[src/rtl/lsu_mem_stage_if.sv]
// Data-bus interface between the LSU memory stage (master) and the data
// memory / bus fabric (slave).
//   dmem_req/we/addr/be/wdata : request channel, master -> slave
//   dmem_gnt                  : request accepted this cycle, slave -> master
//   dmem_rvalid/rdata         : read response, slave -> master
interface lsu_mem_stage_if #(
  parameter int CPU_WIDTH = 32
);
  localparam int BE_W = CPU_WIDTH / 8;

  logic                 dmem_req;
  logic                 dmem_we;
  logic [CPU_WIDTH-1:0] dmem_addr;
  logic [BE_W-1:0]      dmem_be;
  logic [CPU_WIDTH-1:0] dmem_wdata;
  logic                 dmem_gnt;
  logic                 dmem_rvalid;
  logic [CPU_WIDTH-1:0] dmem_rdata;

  modport master (
    output dmem_req, dmem_we, dmem_addr, dmem_be, dmem_wdata,
    input  dmem_gnt, dmem_rvalid, dmem_rdata
  );

  modport slave (
    input  dmem_req, dmem_we, dmem_addr, dmem_be, dmem_wdata,
    output dmem_gnt, dmem_rvalid, dmem_rdata
  );
endinterface

[src/rtl/lsu_mem_stage.sv]
// Memory-access stage of the pipeline. Turns the EX/MEM load/store request
// into a single data-bus transaction, stalling the front of the pipeline
// until the bus completes. The raw 32-bit load word is registered and handed
// to write-back unmodified (extension/lane select happens there).
//   clk, rst_n              : clock, async active-low reset
//   ex_mem_mem_ren/wen      : load / store in stage
//   ex_mem_alu_res          : effective byte address
//   ex_mem_reg2_rdata       : store source data
//   ex_mem_mem_access_type  : 00 byte, 01 half, 10 word, 11 reserved
//   dmem (master modport)   : data bus
//   mem_rdata               : registered raw load word
//   mem_stall               : hold upstream pipeline registers
//   misalign_err            : misaligned / reserved-size access, no bus traffic

// One byte lane: its byte enable and its slice of the replicated store data.
module lsu_mem_lane #(
  parameter int LANE = 0
) (
  input  logic [1:0] addr_lo,
  input  logic [1:0] acc_type,
  input  logic [7:0] byte_src,   // d[7:0]
  input  logic [7:0] half_src,   // byte of d[15:0] that lands in this lane
  input  logic [7:0] word_src,   // d[8*LANE +: 8]
  output logic       be,
  output logic [7:0] wdata
);
  localparam logic [1:0] LIDX = 2'(LANE);

  always_comb begin
    be    = 1'b0;
    wdata = word_src;
    case (acc_type)
      2'b00: begin
        be    = (addr_lo == LIDX);
        wdata = byte_src;
      end
      2'b01: begin
        be    = (addr_lo[1] == LIDX[1]);
        wdata = half_src;
      end
      2'b10: be = 1'b1;
      default: be = 1'b0;  // reserved size never reaches the bus
    endcase
  end
endmodule

module lsu_mem_stage #(
  parameter int CPU_WIDTH             = 32,
  parameter int MEM_ACCESS_TYPE_WIDTH = 2
) (
  input  logic                             clk,
  input  logic                             rst_n,
  input  logic                             ex_mem_mem_ren,
  input  logic                             ex_mem_mem_wen,
  input  logic [CPU_WIDTH-1:0]             ex_mem_alu_res,
  input  logic [CPU_WIDTH-1:0]             ex_mem_reg2_rdata,
  input  logic [MEM_ACCESS_TYPE_WIDTH-1:0] ex_mem_mem_access_type,
  lsu_mem_stage_if.master                  dmem,
  output logic [CPU_WIDTH-1:0]             mem_rdata,
  output logic                             mem_stall,
  output logic                             misalign_err
);
  localparam int NUM_LANES = CPU_WIDTH / 8;

  typedef enum logic [1:0] {S_IDLE, S_REQ, S_WAIT, S_DONE} state_e;

  state_e               state_q;
  logic [CPU_WIDTH-1:0] rdata_q;

  logic       mem_op;
  logic       aligned;
  logic [1:0] acc_type;
  logic [1:0] addr_lo;

  assign mem_op   = ex_mem_mem_ren | ex_mem_mem_wen;
  assign acc_type = ex_mem_mem_access_type[1:0];
  assign addr_lo  = ex_mem_alu_res[1:0];

  always_comb begin
    case (acc_type)
      2'b00:   aligned = 1'b1;
      2'b01:   aligned = ~addr_lo[0];
      2'b10:   aligned = (addr_lo == 2'b00);
      default: aligned = 1'b0;
    endcase
  end

  // Request channel: the upstream stall keeps these inputs stable for the
  // whole transaction, so they can be driven straight from EX/MEM.
  logic [NUM_LANES-1:0]      be_lane;
  logic [NUM_LANES-1:0][7:0] wdata_lane;

  for (genvar g = 0; g < NUM_LANES; g++) begin : g_lane
    lsu_mem_lane #(.LANE(g)) u_lane (
      .addr_lo  (addr_lo),
      .acc_type (acc_type),
      .byte_src (ex_mem_reg2_rdata[7:0]),
      .half_src (ex_mem_reg2_rdata[8*(g%2) +: 8]),
      .word_src (ex_mem_reg2_rdata[8*g +: 8]),
      .be       (be_lane[g]),
      .wdata    (wdata_lane[g])
    );
  end

  assign dmem.dmem_req   = (state_q == S_REQ);
  assign dmem.dmem_we    = ex_mem_mem_wen;
  assign dmem.dmem_addr  = {ex_mem_alu_res[CPU_WIDTH-1:2], 2'b00};
  assign dmem.dmem_be    = be_lane;
  assign dmem.dmem_wdata = wdata_lane;

  // Gated by rst_n so the pipeline sees no stall/error while reset is
  // asserted, even if EX/MEM still holds a memory op.
  assign mem_stall    = rst_n & (((state_q == S_IDLE) & mem_op & aligned) |
                                 (state_q == S_REQ) | (state_q == S_WAIT));
  assign misalign_err = rst_n & (state_q == S_IDLE) & mem_op & ~aligned;
  assign mem_rdata    = rdata_q;

  // rvalid outside WAIT is ignored; reset abandons any outstanding read.
  always_ff @(posedge clk or negedge rst_n) begin
    if (!rst_n) begin
      state_q <= S_IDLE;
      rdata_q <= '0;
    end else begin
      case (state_q)
        S_IDLE: if (mem_op && aligned) state_q <= S_REQ;
        S_REQ:  if (dmem.dmem_gnt) state_q <= ex_mem_mem_wen ? S_DONE : S_WAIT;
        S_WAIT: if (dmem.dmem_rvalid) begin
          rdata_q <= dmem.dmem_rdata;
          state_q <= S_DONE;
        end
        S_DONE: state_q <= S_IDLE;
        default: state_q <= S_IDLE;
      endcase
    end
  end
endmodule
[src/flat_wrapper.sv]
// flat-port wrapper written by rule: the top's interface ports become plain ports
module lsu_mem_stage_flat 
#(
  parameter int CPU_WIDTH             = 32,
  parameter int MEM_ACCESS_TYPE_WIDTH = 2
)
  (clk, rst_n, ex_mem_mem_ren, ex_mem_mem_wen, ex_mem_alu_res, ex_mem_reg2_rdata, ex_mem_mem_access_type, mem_rdata, mem_stall, misalign_err, dmem_dmem_req, dmem_dmem_we, dmem_dmem_addr, dmem_dmem_be, dmem_dmem_wdata, dmem_dmem_gnt, dmem_dmem_rvalid, dmem_dmem_rdata);
  lsu_mem_stage_if #(.CPU_WIDTH(CPU_WIDTH)) dmem_i ();
  input  logic clk;
  input  logic rst_n;
  input  logic ex_mem_mem_ren;
  input  logic ex_mem_mem_wen;
  input  logic [CPU_WIDTH-1:0] ex_mem_alu_res;
  input  logic [CPU_WIDTH-1:0] ex_mem_reg2_rdata;
  input  logic [MEM_ACCESS_TYPE_WIDTH-1:0] ex_mem_mem_access_type;
  output logic [CPU_WIDTH-1:0] mem_rdata;
  output logic mem_stall;
  output logic misalign_err;
  output wire logic [$bits(dmem_i.dmem_req)-1:0] dmem_dmem_req;
  output wire logic [$bits(dmem_i.dmem_we)-1:0] dmem_dmem_we;
  output wire logic [$bits(dmem_i.dmem_addr)-1:0] dmem_dmem_addr;
  output wire logic [$bits(dmem_i.dmem_be)-1:0] dmem_dmem_be;
  output wire logic [$bits(dmem_i.dmem_wdata)-1:0] dmem_dmem_wdata;
  input wire logic [$bits(dmem_i.dmem_gnt)-1:0] dmem_dmem_gnt;
  input wire logic [$bits(dmem_i.dmem_rvalid)-1:0] dmem_dmem_rvalid;
  input wire logic [$bits(dmem_i.dmem_rdata)-1:0] dmem_dmem_rdata;
  assign dmem_dmem_req = dmem_i.dmem_req;
  assign dmem_dmem_we = dmem_i.dmem_we;
  assign dmem_dmem_addr = dmem_i.dmem_addr;
  assign dmem_dmem_be = dmem_i.dmem_be;
  assign dmem_dmem_wdata = dmem_i.dmem_wdata;
  assign dmem_i.dmem_gnt = dmem_dmem_gnt;
  assign dmem_i.dmem_rvalid = dmem_dmem_rvalid;
  assign dmem_i.dmem_rdata = dmem_dmem_rdata;
  lsu_mem_stage #(.CPU_WIDTH(CPU_WIDTH), .MEM_ACCESS_TYPE_WIDTH(MEM_ACCESS_TYPE_WIDTH)) u_core (.clk(clk), .rst_n(rst_n), .ex_mem_mem_ren(ex_mem_mem_ren), .ex_mem_mem_wen(ex_mem_mem_wen), .ex_mem_alu_res(ex_mem_alu_res), .ex_mem_reg2_rdata(ex_mem_reg2_rdata), .ex_mem_mem_access_type(ex_mem_mem_access_type), .dmem(dmem_i), .mem_rdata(mem_rdata), .mem_stall(mem_stall), .misalign_err(misalign_err));
endmodule
[config.mk]
export PLATFORM = sky130hd
export DESIGN_NAME = lsu_mem_stage_flat
export DESIGN_NICKNAME = d
export VERILOG_FILES = /design/src/rtl/lsu_mem_stage_if.sv /design/src/rtl/lsu_mem_stage.sv /design/src/flat_wrapper.sv
export SDC_FILE = /design/constraint.sdc
export NUM_CORES = 1
export LEC_CHECK = 0
export CELL_PAD_IN_SITES_DETAIL_PLACEMENT = 0
export CELL_PAD_IN_SITES_GLOBAL_PLACEMENT = 1
export CORE_ASPECT_RATIO = 1.5
export CORE_MARGIN = 1
export CORE_UTILIZATION = 22
export CTS_CLUSTER_DIAMETER = 60
export DETAILED_ROUTE_END_ITERATION = 7
export GPL_TIMING_DRIVEN = 0
export PLACE_DENSITY = 0.95
export SETUP_SLACK_MARGIN = 0.02
export SLEW_MARGIN = 25
export SYNTH_ARGS = -nofsm -noshare
export SYNTH_HDL_FRONTEND = slang
export SYNTH_SLANG_ARGS = --single-unit
[constraint.sdc]
create_clock -name clk -period 3.5 [get_ports clk]
set_input_delay 0.7 -clock clk [delete_from_list [all_inputs] [get_ports clk]]
set_output_delay 0.7 -clock clk [all_outputs]
set_load 0.02 [all_outputs]
==> impl_metrics.env <==
export IMPL_status="completed"
export IMPL_ios=208
export IMPL_cts_tree="yes"
export IMPL_crit_type="input pin to output port"
export IMPL_setup_viol=0
export IMPL_regArea_um2=850.8
export IMPL_initial_core_util_pct=22.95
export IMPL_place_area_um2=4051
export IMPL_cp_start_kind="input pin"
export IMPL_track_usage_pct=12.47
export IMPL_drv_cap=0
export IMPL_layout_common_cells="172 x clkdlybuf4s50_1, 48 x mux2_2, 45 x buf_4"
export IMPL_grt_start_max_net_pins=33
export IMPL_antenna_found_initial=0
export IMPL_max_freq_mhz=313.9
export IMPL_power_density_nw_per_um2=613.4
export IMPL_port_buffers=173
export IMPL_drt_initial_drc_count=49
export IMPL_syn2layout_area_growth_pct=95.02
export IMPL_timing_setup_tns_ns=0
export IMPL_drv_slew=0
export IMPL_grt_ovfl_total=0
export IMPL_setup_slack_ns=0.3143
export IMPL_final_common_cell="clkdlybuf4s50_1"
export IMPL_min_path_type="input pin to async pin"
export IMPL_cts_resized=0
export IMPL_switching_power_w=0.0008771
export IMPL_seqPwrFrac_pct=27.0
export IMPL_ys_ff_latch=34
export IMPL_min_period_ns=3.186
export IMPL_die_width_um=82.92
export IMPL_syn_area_per_cell_um2=11.02
export IMPL_num_nets_final=486
export IMPL_clock_power_share_pct=18.7
export IMPL_chipHeight_um=123.4
export IMPL_drc=0
export IMPL_fin_skew_ns=0.001769
export IMPL_end_kind="output port"
export IMPL_relSlewSlack_pct=56.07
export IMPL_fillers=876
export IMPL_path_max_fanout=5
export IMPL_place_hpwl_um=5804
export IMPL_clock_path_buffers=2
export IMPL_drive_above_1_share_pct=27.18
export IMPL_cpMaxStageDelayCell="clkdlybuf4s50_1"
export IMPL_htreeDepth=2
export IMPL_clkSinkCount=34
export IMPL_vias=2096
export IMPL_grt_pass1_wl_um=10090
export IMPL_drt_antenna_violating_nets=0
export IMPL_hold_buffers=0
export IMPL_crit_chain="clkdlybuf4s50_1 > a21oi_1 > nor2_1 > nor2_1 > o31a_1 > clkdlybuf4s50_1"
export IMPL_rsz0062_at_grt="false"
export IMPL_cts_root_buf="clkbuf_16"
export IMPL_syn_cell_area_um2=2161
export IMPL_yosysSeqAreaShare_pct=39.37
export IMPL_syn_inst=196
export IMPL_slowest_delay_ns=0.60
export IMPL_hold_viol=0
export IMPL_leakage_nw=1.796
export IMPL_clkTransAtPathRegs_ns=0.05
export IMPL_vias_per_cell=4.269
export IMPL_final_area_um2=4214
export IMPL_core_area_um2=9415
export IMPL_dieArea_um2=10230
export IMPL_clk_latency_ns=0.27
export IMPL_grt_pass1_vias=2134
export IMPL_internal_power_w=0.001708
export IMPL_globalplace_congestion=0.7998
export IMPL_swShare_pct=33.93
export IMPL_worst_pin_slew_ns=0.6565
export IMPL_comb_power_share_pct=54.3
export IMPL_cp_required_ns=2.80
export IMPL_row_count=43
export IMPL_cts_buffers=5
export IMPL_dr_pass1_iters=6
export IMPL_synth_cell_types=23
export IMPL_multi_input_area_um2=915.9
export IMPL_drt_total_wl_um=6729
export IMPL_fin_crit_sh_pct=91.02
export IMPL_vdd_ir_drop_max_mv=0.4492
export IMPL_postCtsSetupRepairBufs=0
export IMPL_avgRoutedWirePerCell_um=13.70
export IMPL_arrival_ns=2.49
export IMPL_place_worst_setup_slack_ns=0.3109
export IMPL_antenna_cells=0
export IMPL_yosys_warnings=0
registers in the layout, summed over array words and instances, names as in the netlist:
name              flops
u_core.mem_rdata     32
u_core.state_q        2
metal layers:
metal  vias up  track usage, %  wire length (um)
met5         -               0                 0
met4         0           3.556                63
met3         5           3.805               831
met2       187           26.18              3622
met1       915           11.23              2211
li1        989               -                 -
final timing paths:
path / start / end / slack [ns] / depth (start not counted)
worst min-delay path: rst_n / u_core.mem_rdata[14] / 0.25 / 1
worst max register to register: u_core.state_q[0] / u_core.mem_rdata[15] / 1.63 / 5
worst max-delay path: ex_mem_alu_res[0] / mem_stall / 0.31 / 6
min in group clk: u_core.mem_rdata[5] / u_core.mem_rdata[5] / 0.50 / 1
max in group asynchronous: rst_n / u_core.mem_rdata[21] / 2.87 / 2
worst min register to register: u_core.mem_rdata[5] / u_core.mem_rdata[5] / 0.50 / 1
worst max-delay path, delay by kind of cell:
family	cells	cell delay [ns]
AOI/OAI and AO/OA	2	0.48
and+or+nand+nor	2	0.17
buffers and inverters	2	1.13
cells in the mapped netlist:
cell type,number,area share (%)
a211oi_1,1,0.35
a21oi_1,6,1.4
a222oi_1,1,0.46
and3_1,1,0.29
buf_1,3,0.52
buf_4,45,16
buf_6,1,0.52
clkbuf_1,5,0.87
conb_1,1,0.17
dfrtp_1,34,39
ha_1,4,2.3
inv_1,5,0.87
mux2_1,1,0.52
mux2_2,48,25
mux2i_1,10,4.6
nand2_1,9,1.6
nand2b_1,1,0.29
nor2_1,6,1.0
nor3_4,1,0.75
nor4b_1,1,0.41
o21ai_0,10,2.3
o22ai_1,1,0.29
o31a_1,1,0.41
metrics by stage:
step	hold slack, ns	total power, W	cells	utilization (%)
2_1_floorplan	0.4044	0.001434	197	-
3_3_place_gp	0.4855	0.002087	482	42.87
3_5_place_dp	0.4911	0.002128	483	43.03
4_1_cts	0.2407	0.002622	491	44.76
5_1_grt	0.2546	0.002727	491	44.76
6_report	0.2474	0.002585	491	44.76
power by group through the flow:
| stage | registers [W] | logic, W | clock network, W |
|---|---|---|---|
| floorplan | 0.000935 | 0.000499 | 0 |
| global placement | 0.000693 | 0.00139 | 0 |
| detailed placement | 0.000707 | 0.00142 | 0 |
| CTS | 0.000700 | 0.00142 | 0.000497 |
| global route | 0.000730 | 0.00149 | 0.000510 |
| finish | 0.000698 | 0.00140 | 0.000484 |
cells by family after synthesis:
logic type / after synthesis / share of synthesized area [%]
AND/OR/NAND/NOR: 19 / 4.343
adder cells (fa/ha/maj): 4 / 2.316
flip-flops: 34 / 39.37
buffers and inverters: 59 / 18.41
multiplexers: 59 / 30.17
other: 1 / 0.1735
AO/OA/AOI/OAI: 20 / 5.212
layout make-up:
class	count	area share, %
repair buffers	174	41.45
multi-input cells	104	21.73
flip-flops and latches	34	20.19
plain buffers	54	8.996
well taps	112	3.325
clock buffers	7	3.147
clock inverters	1	0.7126
inverters	5	0.4454
Note: power is estimated with default switching activity, not from simulation.
